--- config.mk ---
export PLATFORM = sky130hd
export DESIGN_NAME = pool_result_collector
export DESIGN_NICKNAME = d
export VERILOG_FILES = /design/src/rtl/pool_result_collector.sv
export SDC_FILE = /design/constraint.sdc
export NUM_CORES = 2
export LEC_CHECK = 0
export ABC_AREA = 0
export CAP_MARGIN = 30
export CORE_ASPECT_RATIO = 0.9
export CORE_MARGIN = 2
export CORE_UTILIZATION = 49
export CTS_BUF_LIST = sky130_fd_sc_hd__clkbuf_4 sky130_fd_sc_hd__clkbuf_8
export CTS_CLUSTER_SIZE = 8
export DETAILED_ROUTE_END_ITERATION = 8
export PLACE_DENSITY = 0.7
export SLEW_MARGIN = 20
export SYNTH_ARGS = -nofsm -noshare
export SYNTH_HDL_FRONTEND = slang
export SYNTH_SLANG_ARGS = --single-unit
--- constraint.sdc ---
create_clock -name clk_i -period 21.4 [get_ports clk_i]
set_clock_uncertainty 0.1 [all_clocks]
set_input_delay 6.42 -clock clk_i [delete_from_list [all_inputs] [get_ports clk_i]]
set_output_delay 6.42 -clock clk_i [all_outputs]
set_load 0.01 [all_outputs]
--- src/rtl/pool_result_collector.sv ---
// ============================================================================
//  Module      : pool_result_collector
//  Description : Collects the raster-ordered stream of pooled words, applies
//                optional ReLU, stores them in an outSize x outSize feature-map
//                buffer and exposes that buffer through a registered read port.
//                Tracks the write position and the running map maximum, and
//                pulses done for one cycle when the map is complete or when the
//                requested map size is invalid.
//  Revision    : 1.0 - initial release
// ----------------------------------------------------------------------------
//  Ports
//    clk_i        clock, all state updates on the rising edge
//    reset_i      asynchronous active-high reset
//    start_i      pulse: begin a new map (honoured in IDLE only)
//    outSize_i    pooled map side, sampled on an accepted start
//    relu_en_i    1: store max(0,x), 0: store x; sampled on an accepted start
//    in_valid_i   pooled word present
//    in_data_i    signed pooled word
//    in_ready_o   word accepted this cycle when in_valid_i is also high
//    rd_addr_i    buffer read address (row*outSize+col)
//    rd_data_o    buffer word, one-cycle latency
//    busy_o       high while collecting
//    done_o       one-cycle completion (or error abort) pulse
//    err_o        sticky invalid-size flag, cleared by the next accepted start
//    row_o/col_o  position of the next word to be written
//    map_max_o    signed maximum of the stored (post-ReLU) words
// ============================================================================
`default_nettype none

module pool_result_collector #(
    parameter int DATA_W  = 16,
    parameter int MAX_OUT = 256,
    parameter int ADDR_W  = 8
) (
    input  logic                     clk_i,
    input  logic                     reset_i,
    input  logic                     start_i,
    input  logic [15:0]              outSize_i,
    input  logic                     relu_en_i,
    input  logic                     in_valid_i,
    input  logic signed [DATA_W-1:0] in_data_i,
    output logic                     in_ready_o,
    input  logic [ADDR_W-1:0]        rd_addr_i,
    output logic signed [DATA_W-1:0] rd_data_o,
    output logic                     busy_o,
    output logic                     done_o,
    output logic                     err_o,
    output logic [15:0]              row_o,
    output logic [15:0]              col_o,
    output logic signed [DATA_W-1:0] map_max_o
);

    typedef enum logic [1:0] {
        S_IDLE    = 2'd0,
        S_COLLECT = 2'd1,
        S_DONE    = 2'd2
    } state_t;

    localparam logic signed [DATA_W-1:0] C_MOST_NEG = {1'b1, {(DATA_W-1){1'b0}}};

    state_t                     state_q, state_d;
    logic [15:0]                outsize_q, outsize_d;
    logic                       relu_q, relu_d;
    logic [31:0]                total_q, total_d;
    logic [ADDR_W-1:0]          wr_ptr_q, wr_ptr_d;
    logic [15:0]                row_q, row_d;
    logic [15:0]                col_q, col_d;
    logic                       err_q, err_d;
    logic signed [DATA_W-1:0]   max_q, max_d;
    logic signed [DATA_W-1:0]   rd_data_q;

    // Feature-map buffer; intentionally not reset.
    logic [DATA_W-1:0]          mem_q [MAX_OUT];

    logic                       w_accept;
    logic signed [DATA_W-1:0]   w_store;
    logic [31:0]                w_total;
    logic                       w_last;

    assign w_accept = (state_q == S_COLLECT) && in_valid_i;
    assign w_store  = (relu_q && in_data_i[DATA_W-1]) ? '0 : in_data_i;
    assign w_total  = 32'(outSize_i) * 32'(outSize_i);
    assign w_last   = (32'(wr_ptr_q) == (total_q - 32'd1));

    // ------------------------------------------------------------------
    // Next-state / datapath control
    // ------------------------------------------------------------------
    always_comb begin
        state_d   = state_q;
        outsize_d = outsize_q;
        relu_d    = relu_q;
        total_d   = total_q;
        wr_ptr_d  = wr_ptr_q;
        row_d     = row_q;
        col_d     = col_q;
        err_d     = err_q;
        max_d     = max_q;

        case (state_q)
            S_IDLE: begin
                if (start_i) begin
                    outsize_d = outSize_i;
                    relu_d    = relu_en_i;
                    total_d   = w_total;
                    wr_ptr_d  = '0;
                    row_d     = '0;
                    col_d     = '0;
                    err_d     = 1'b0;
                    max_d     = C_MOST_NEG;
                    // Invalid sizes abort straight to DONE without accepting words.
                    if ((outSize_i == 16'd0) || (w_total > 32'(MAX_OUT))) begin
                        err_d   = 1'b1;
                        state_d = S_DONE;
                    end else begin
                        state_d = S_COLLECT;
                    end
                end
            end
            S_COLLECT: begin
                if (w_accept) begin
                    wr_ptr_d = wr_ptr_q + 1'b1;
                    if (col_q == (outsize_q - 16'd1)) begin
                        col_d = '0;
                        row_d = row_q + 16'd1;
                    end else begin
                        col_d = col_q + 16'd1;
                    end
                    if (w_store > max_q) begin
                        max_d = w_store;
                    end
                    if (w_last) begin
                        state_d = S_DONE;
                    end
                end
            end
            S_DONE: begin
                state_d = S_IDLE;
            end
            default: begin
                state_d = S_IDLE;
            end
        endcase
    end

    // ------------------------------------------------------------------
    // Control state registers
    // ------------------------------------------------------------------
    always_ff @(posedge clk_i or posedge reset_i) begin
        if (reset_i) begin
            state_q   <= S_IDLE;
            outsize_q <= '0;
            relu_q    <= 1'b0;
            total_q   <= '0;
            wr_ptr_q  <= '0;
            row_q     <= '0;
            col_q     <= '0;
            err_q     <= 1'b0;
            max_q     <= C_MOST_NEG;
        end else begin
            state_q   <= state_d;
            outsize_q <= outsize_d;
            relu_q    <= relu_d;
            total_q   <= total_d;
            wr_ptr_q  <= wr_ptr_d;
            row_q     <= row_d;
            col_q     <= col_d;
            err_q     <= err_d;
            max_q     <= max_d;
        end
    end

    // ------------------------------------------------------------------
    // Buffer write and registered read. A read of the address written in
    // the same cycle returns the previous word (read-before-write).
    // ------------------------------------------------------------------
    always_ff @(posedge clk_i) begin
        if (w_accept) begin
            mem_q[wr_ptr_q] <= w_store;
        end
    end

    always_ff @(posedge clk_i or posedge reset_i) begin
        if (reset_i) begin
            rd_data_q <= '0;
        end else if (32'(rd_addr_i) < 32'(MAX_OUT)) begin
            rd_data_q <= mem_q[rd_addr_i];
        end else begin
            rd_data_q <= '0;
        end
    end

    // ------------------------------------------------------------------
    // Outputs
    // ------------------------------------------------------------------
    assign in_ready_o = (state_q == S_COLLECT);
    assign busy_o     = (state_q == S_COLLECT);
    assign done_o     = (state_q == S_DONE);
    assign err_o      = err_q;
    assign row_o      = row_q;
    assign col_o      = col_q;
    assign map_max_o  = max_q;
    assign rd_data_o  = rd_data_q;

endmodule

`default_nettype wire

# Yosys cells after proc, flatten, opt, wreduce, memory -nomap -nowiden
# Memory sizes are Yosys's and may differ from the RTL's. A register that Yosys moved wholly into a read port is not among the register bits.
# Index checks and enable logic that the tools add are counted.
[classes] n_eq_ne=9 mux=23 n_lt_le_gt_ge=2 n_mul=1 add_sub_neg=5 n_reduce_logical=11
[op_table] operator="$mux W16" n=9
[op_table] operator="$pmux W16 S2" n=3
[op_table] operator="$add A16 B1 Y16 const B" n=2
[op_table] operator="$eq A8 B32 Y1" n=1
[op_table] operator="$gt A32 B9 Y1 const B" n=1
[op_table] operator="$mul A16 B16 Y32" n=1
[op_table] operator="$sub A32 B1 Y32 const B" n=1
[op_table] operator="$eq A16 B16 Y1" n=1
[op_table] operator="$gt A16 B16 Y1" n=1
[op_table] operator="$logic_not A16 Y1" n=1
[op_table] operator="$mux W8" n=2
[op_table] operator="$pmux W8 S2" n=1
[op_table] operator="$sub A16 B1 Y16 const B" n=1
[op_table] operator="$add A8 B1 Y8 const B" n=1
[op_table] operator="$mux W2" n=4
[op_table] operator="$ne A2 B1 Y1 const B" n=4
[op_table] operator="$reduce_and A4 Y1" n=2
[op_table] operator="$reduce_and A3 Y1" n=2
[op_table] operator="$pmux W2 S2" n=1
[op_table] operator="$mux W1" n=3
[op_table] operator="$eq A2 B1 Y1 const B" n=1
[op_table] operator="$eq A2 B2 Y1 const B" n=1
[op_table] operator="$logic_and A1 B1 Y1" n=2
[op_table] operator="$logic_not A2 Y1" n=1
[op_table] operator="4 further kinds" n=4
[totals] ramBits=4096 out_inout_bits=68 elab_cells=61 inputBits=45 register_bits=108 memories=1
[memory_table] name="mem_q" words=256 width=16 read_ports=1 rd_ports_with_merged_regs=1 write_ports=1 line_no="73" rtl="logic [DATA_W-1:0] mem_q [MAX_OUT];"

# Logic depth before layout (Yosys ltp)
[depth] ltp_word=6 ltp_mapped=27 ltp_nobuf=24

# Worst setup path after synthesis
# OpenSTA, ideal clock, no wires.
[synth_timing] kind="input -> register" from="in outSize_i[2]" to="reg err_q, in the netlist err_o" setup_slack_ns=8.277 t_arrival_ns=12.898 stages=27 n_path_buf=3 required_time_ns=21.175 setup_time_ns=0.125 path_cell_list="clkbuf_1 > clkbuf_1 > nand2_1 > inv_1 > fa_1 > inv_1 > fa_1 > inv_1 > fa_1 > inv_1 > fa_1 > inv_1 > fa_1 > inv_1 > fa_1 > inv_1 > ha_1 > clkbuf_1 > a21oi_2 > o22ai_1 > nand2b_1 > nor3_1 > o21bai_1 > xnor2_1 > or4b_1 > or4_4 > mux2_4"
[synth_via] elab_chain_len=4 elab_cells_between_ends=5 cone_classes="mul (1); order compare (1); mux (1); reduce/logical (2)"
[synth_lines] element="start: declaration" line_no="38" rtl="input logic [15:0] outSize_i,"
[synth_lines] element="$mul A16 B16 Y32" line_no="82" rtl="assign w_total = 32'(outSize_i) * 32'(outSize_i);"
[synth_lines] element="$gt A32 B9 Y1" line_no="111" rtl="if ((outSize_i == 16'd0) || (w_total > 32'(MAX_OUT))) begin"
[synth_lines] element="$logic_or A1 B1 Y1 (*)" line_no="111"
[synth_lines] element="$mux W1 (*)" line_no="111"
[synth_lines] element="end signal: assignment" line_no="167" rtl="err_q <= err_d;"
[synth_lines] element="end: declaration" line_no="68" rtl="logic err_q, err_d;"
# Every way passes the cells marked *; elsewhere a longest branch is shown, timed or not.
# A chain may end at the register's enable or synchronous reset.

# Worst setup path in the final report
[layout_timing] from="in outSize_i[8]" to="reg err_q, in the netlist err_o"
# The elaborated chain is that of the path after synthesis.

==> flow_metrics.py <==
metrics = {
    "placed_design": {
        "dp_hpwl_um": 236000,
        "place_congestion": 0.867,
        "portBuffers": 112,
    },
    "floorplanning": {
        "die_w_um": 625,
        "core_area_um2": 346000,
        "fp.dieH_um": 563,
        "initial_core_util": 0.492,
        "dieArea_um2": 352000,
        "num_rows": 205,
        "io_pins": 113,
    },
    "synthesis": {
        "synth_top_family_by_area": "multiplexers",
        "synth-simple-area-share": 0.0223,
        "synthTopCellsByCount": "edfxtp_1 (4096), mux4_2 (1360), nor2_1 (323), clkbuf_1 (288), inv_1 (253)",
        "syn_area_um2": 170000,
        "syn-num-nets": 8018,
        "yosysTopAreaCellShare": 0.723,
        "syn_avg_cell_area_um2": 22.1,
        "synth_adder_area_share": 0.0282,
        "synth_mux_area_frac": 0.180,
        "netlist_instances": 7686,
        "synth_xor_xnor_area_share": 0.00381,
        "synth-seq-cells": 4218,
        "yosysUniqueCellTypes": 78,
        "synth_edf_count": 4096,
        "yosysMostFrequentCell": "edfxtp_1",
        "yosysSeqAreaShare": 0.741,
        "synth_compound_area_frac": 0.00953,
        "ys_warn_count": 0,
        "synthFlopType": "edfxtp_1",
        "async_flop_share": 0.0289,
        "synth.area.top_cells": "edfxtp_1 (72%), mux4_2 (18%), fa_1 (1.9%), dfrtp_1 (1.8%), ha_1 (0.92%)",
        "synth_largest_area_cell": "edfxtp_1",
    },
    "worst_hold_path": {
        "min_from": "total_q[17]",
        "holdPathStages": 2,
        "min_path_type": "reg2reg",
        "min_delay_worst_endpoint": "total_q[17]",
    },
    "critical_path": {
        "criticalPathCategory": "in2reg",
        "cpMostUsedCell": "inv_1",
        "crit_path_max_incr_delay_ps": 780,
        "r2r_cells": 7,
        "r2r_end": "mem_q[40][6]",
        "r2r-start": "state_q[0]",
        "cp_slowest_cell": "clkdlybuf4s50_1",
        "endpoint_kind": "flop",
        "cp.arrival_ps": 14210,
        "cp-start-kind": "primary input",
        "cp_max_fo": 14,
        "cp.required_ps": 22320,
        "rrSetupSlack_ps": 16890,
    },
    "route": {
        "drt_wl_total_um": 407000,
        "wl_met1_um": 159000,
        "vias_per_cell": 6.17,
        "dr.pass1.iters": 5,
        "drt-initial-drc-count": 10900,
        "highest_layer": "met5",
        "wl_per_cell_um": 30.4,
        "vias": 82600,
        "met2_length_um": 191000,
        "antenna_left": 1,
        "drc": 0,
        "met3_wirelength_um": 43300,
    },
    "clock_tree": {
        "cts_tree": "done",
        "cts_buffers": 657,
        "htree_levels": 6,
        "ctsHoldBuffers": 0,
        "clock_latency_ps": 1150,
        "clockRootBuffer": "clkbuf_8",
        "clkTransAtPathRegs_ps": 60,
        "clk_path_buf_depth": 4,
        "cts_resized": 0,
        "post_cts_buffers": 0,
        "cts_sinks": 4218,
    },
    "grt": {
        "antenna_found_initial": 33,
        "grt_usage": 0.231,
        "grt_pass1_wl_um": 588000,
        "grt_max_degree": 217,
        "grt_pass1_vias": 84100,
        "grt_overflow": 0,
    },
    "timing": {
        "fin_setup_tns_ps": 0,
        "whs_ps": 372,
        "setup_viol": 0,
        "tightest_slew_ps": 1280,
        "relSlewSlack": 0.145,
        "hold_viol_final": 0,
        "timing.final.crit_share": 0.621,
        "clock.fmax_ghz": 0.0752,
        "slew_viol_final": 0,
        "fin_crit_ps": 13300,
        "rsz0062_at_grt": "no",
    },
    "final_layout": {
        "post_route_cells_drive_above_1_share": 0.322,
        "seq_area_um2": 126000,
        "post-route-util": 0.553,
        "fin_nets": 8750,
        "multiInputGateArea_um2": 41900,
        "layout-area-overhead-vs-synth_pct": 12.4,
        "fillers": 25100,
    },
    "power": {
        "vdd_ir_drop_max_mv": 0.199,
        "p_leak_nw": 61.8,
        "power_density_nw_per_um2": 97.6,
        "p_total_w": 0.0187,
    },
    "outcome": {
        "violations": "antenna rules",
        "status": "complete, but fails checks",
    },
    "job": {
        "drv_cap": 0,
    },
}
[area by class of cell]
class	instances	share of cell area
Timing Repair Buffer	484	0.0240
Inverter	253	0.00507
Tap cell	4554	0.0298
Sequential cell	4218	0.659
Clock inverter	153	0.00508
Antenna cell	12	0.000157
Multi-Input combinational cell	2804	0.219
Clock buffer	908	0.0575
[cells in the final DEF (no fill, tap or decap), types with 15 or more instances in the layout]
cell type / instances
a21oi_1: 52
a32o_1: 15
and2_1: 45
and3_1: 25
buf_12: 20
buf_16: 17
buf_4: 325
clkbuf_4: 240
clkbuf_8: 668
clkdlybuf4s50_1: 106
clkinv_1: 85
clkinvlp_4: 16
dfrtp_1: 121
edfxtp_1: 4096
fa_1: 162
ha_1: 125
inv_1: 250
inv_6: 24
mux4_2: 1360
nand2_1: 227
nand2b_1: 21
nand3_1: 27
nand3_2: 19
nand4_1: 22
nor2_1: 257
nor2_2: 56
nor2b_1: 19
nor3_1: 18
nor4_1: 17
o21ai_0: 87
or3_1: 15
xnor2_1: 38
xor2_1: 36
[routing by layer]
layer  global-route usage  vias up
li1                     -    33400
met1                0.333    44100
met2                0.353     4403
met3               0.0517      636
met4               0.0759        6
met5                    0        -
[sequential cells by signal, indices dropped and copies added, names as in the netlist]
register and count:
state_q 2, col_o 16, mem_q 4096, outsize_q 16, total_q 30, rd_data_o 16
relu_q 1, row_o 16, wr_ptr_q 8, map_max_o 16, err_o 1
[kinds of logic (layout without fill, tap and decap cells)]
logic type               Yosys count  count (layout)
adder cells (fa/ha/maj)          287             287
multiplexers                    1368            1368
AND/OR/NAND/NOR                  826             826
flip-flops                      4218            4218
XOR/XNOR                          74              74
other                              0              12
AO/OA/AOI/OAI                    249             249
buffers and inverters            664            1798
[metrics by stage]
stage	area, um^2	instances	worst slack [ps]
global route	191000	13400	7650
floorplan	170000	7686	8280
detailed placement	179000	12300	6960
global placement	178000	12300	7020
finish	191000	13400	8100
CTS	191000	13400	8220
[worst max path at each step]
stage / slack, ps / to / from
2_1_floorplan: 8280 / err_o / outSize_i[2]
3_5_place_dp: 6960 / err_o / outSize_i[12]
3_3_place_gp: 7020 / err_o / outSize_i[12]
5_1_grt: 7650 / err_o / outSize_i[3]
4_1_cts: 8220 / err_o / outSize_i[12]
6_report: 8100 / err_o / outSize_i[8]
[critical path: cells and delay by family]
family          cells  cell delay, ps
mux                 1             270
simple gates        5            1730
compound gates      3             600
xor+xnor            1             180
fa+ha+maj           7            3400
buf+inv             8            1580
[where the power goes]
part / internal (W) / switching, W / total (W) / leakage (nW)
Combinational: 0.00116 / 0.00190 / 0.00306 / 16.9
Clock: 0.00333 / 0.00303 / 0.00636 / 6.32
Sequential: 0.00920 / 0.0000510 / 0.00925 / 38.6
No activity file was read; power rests on OpenSTA's default activity.
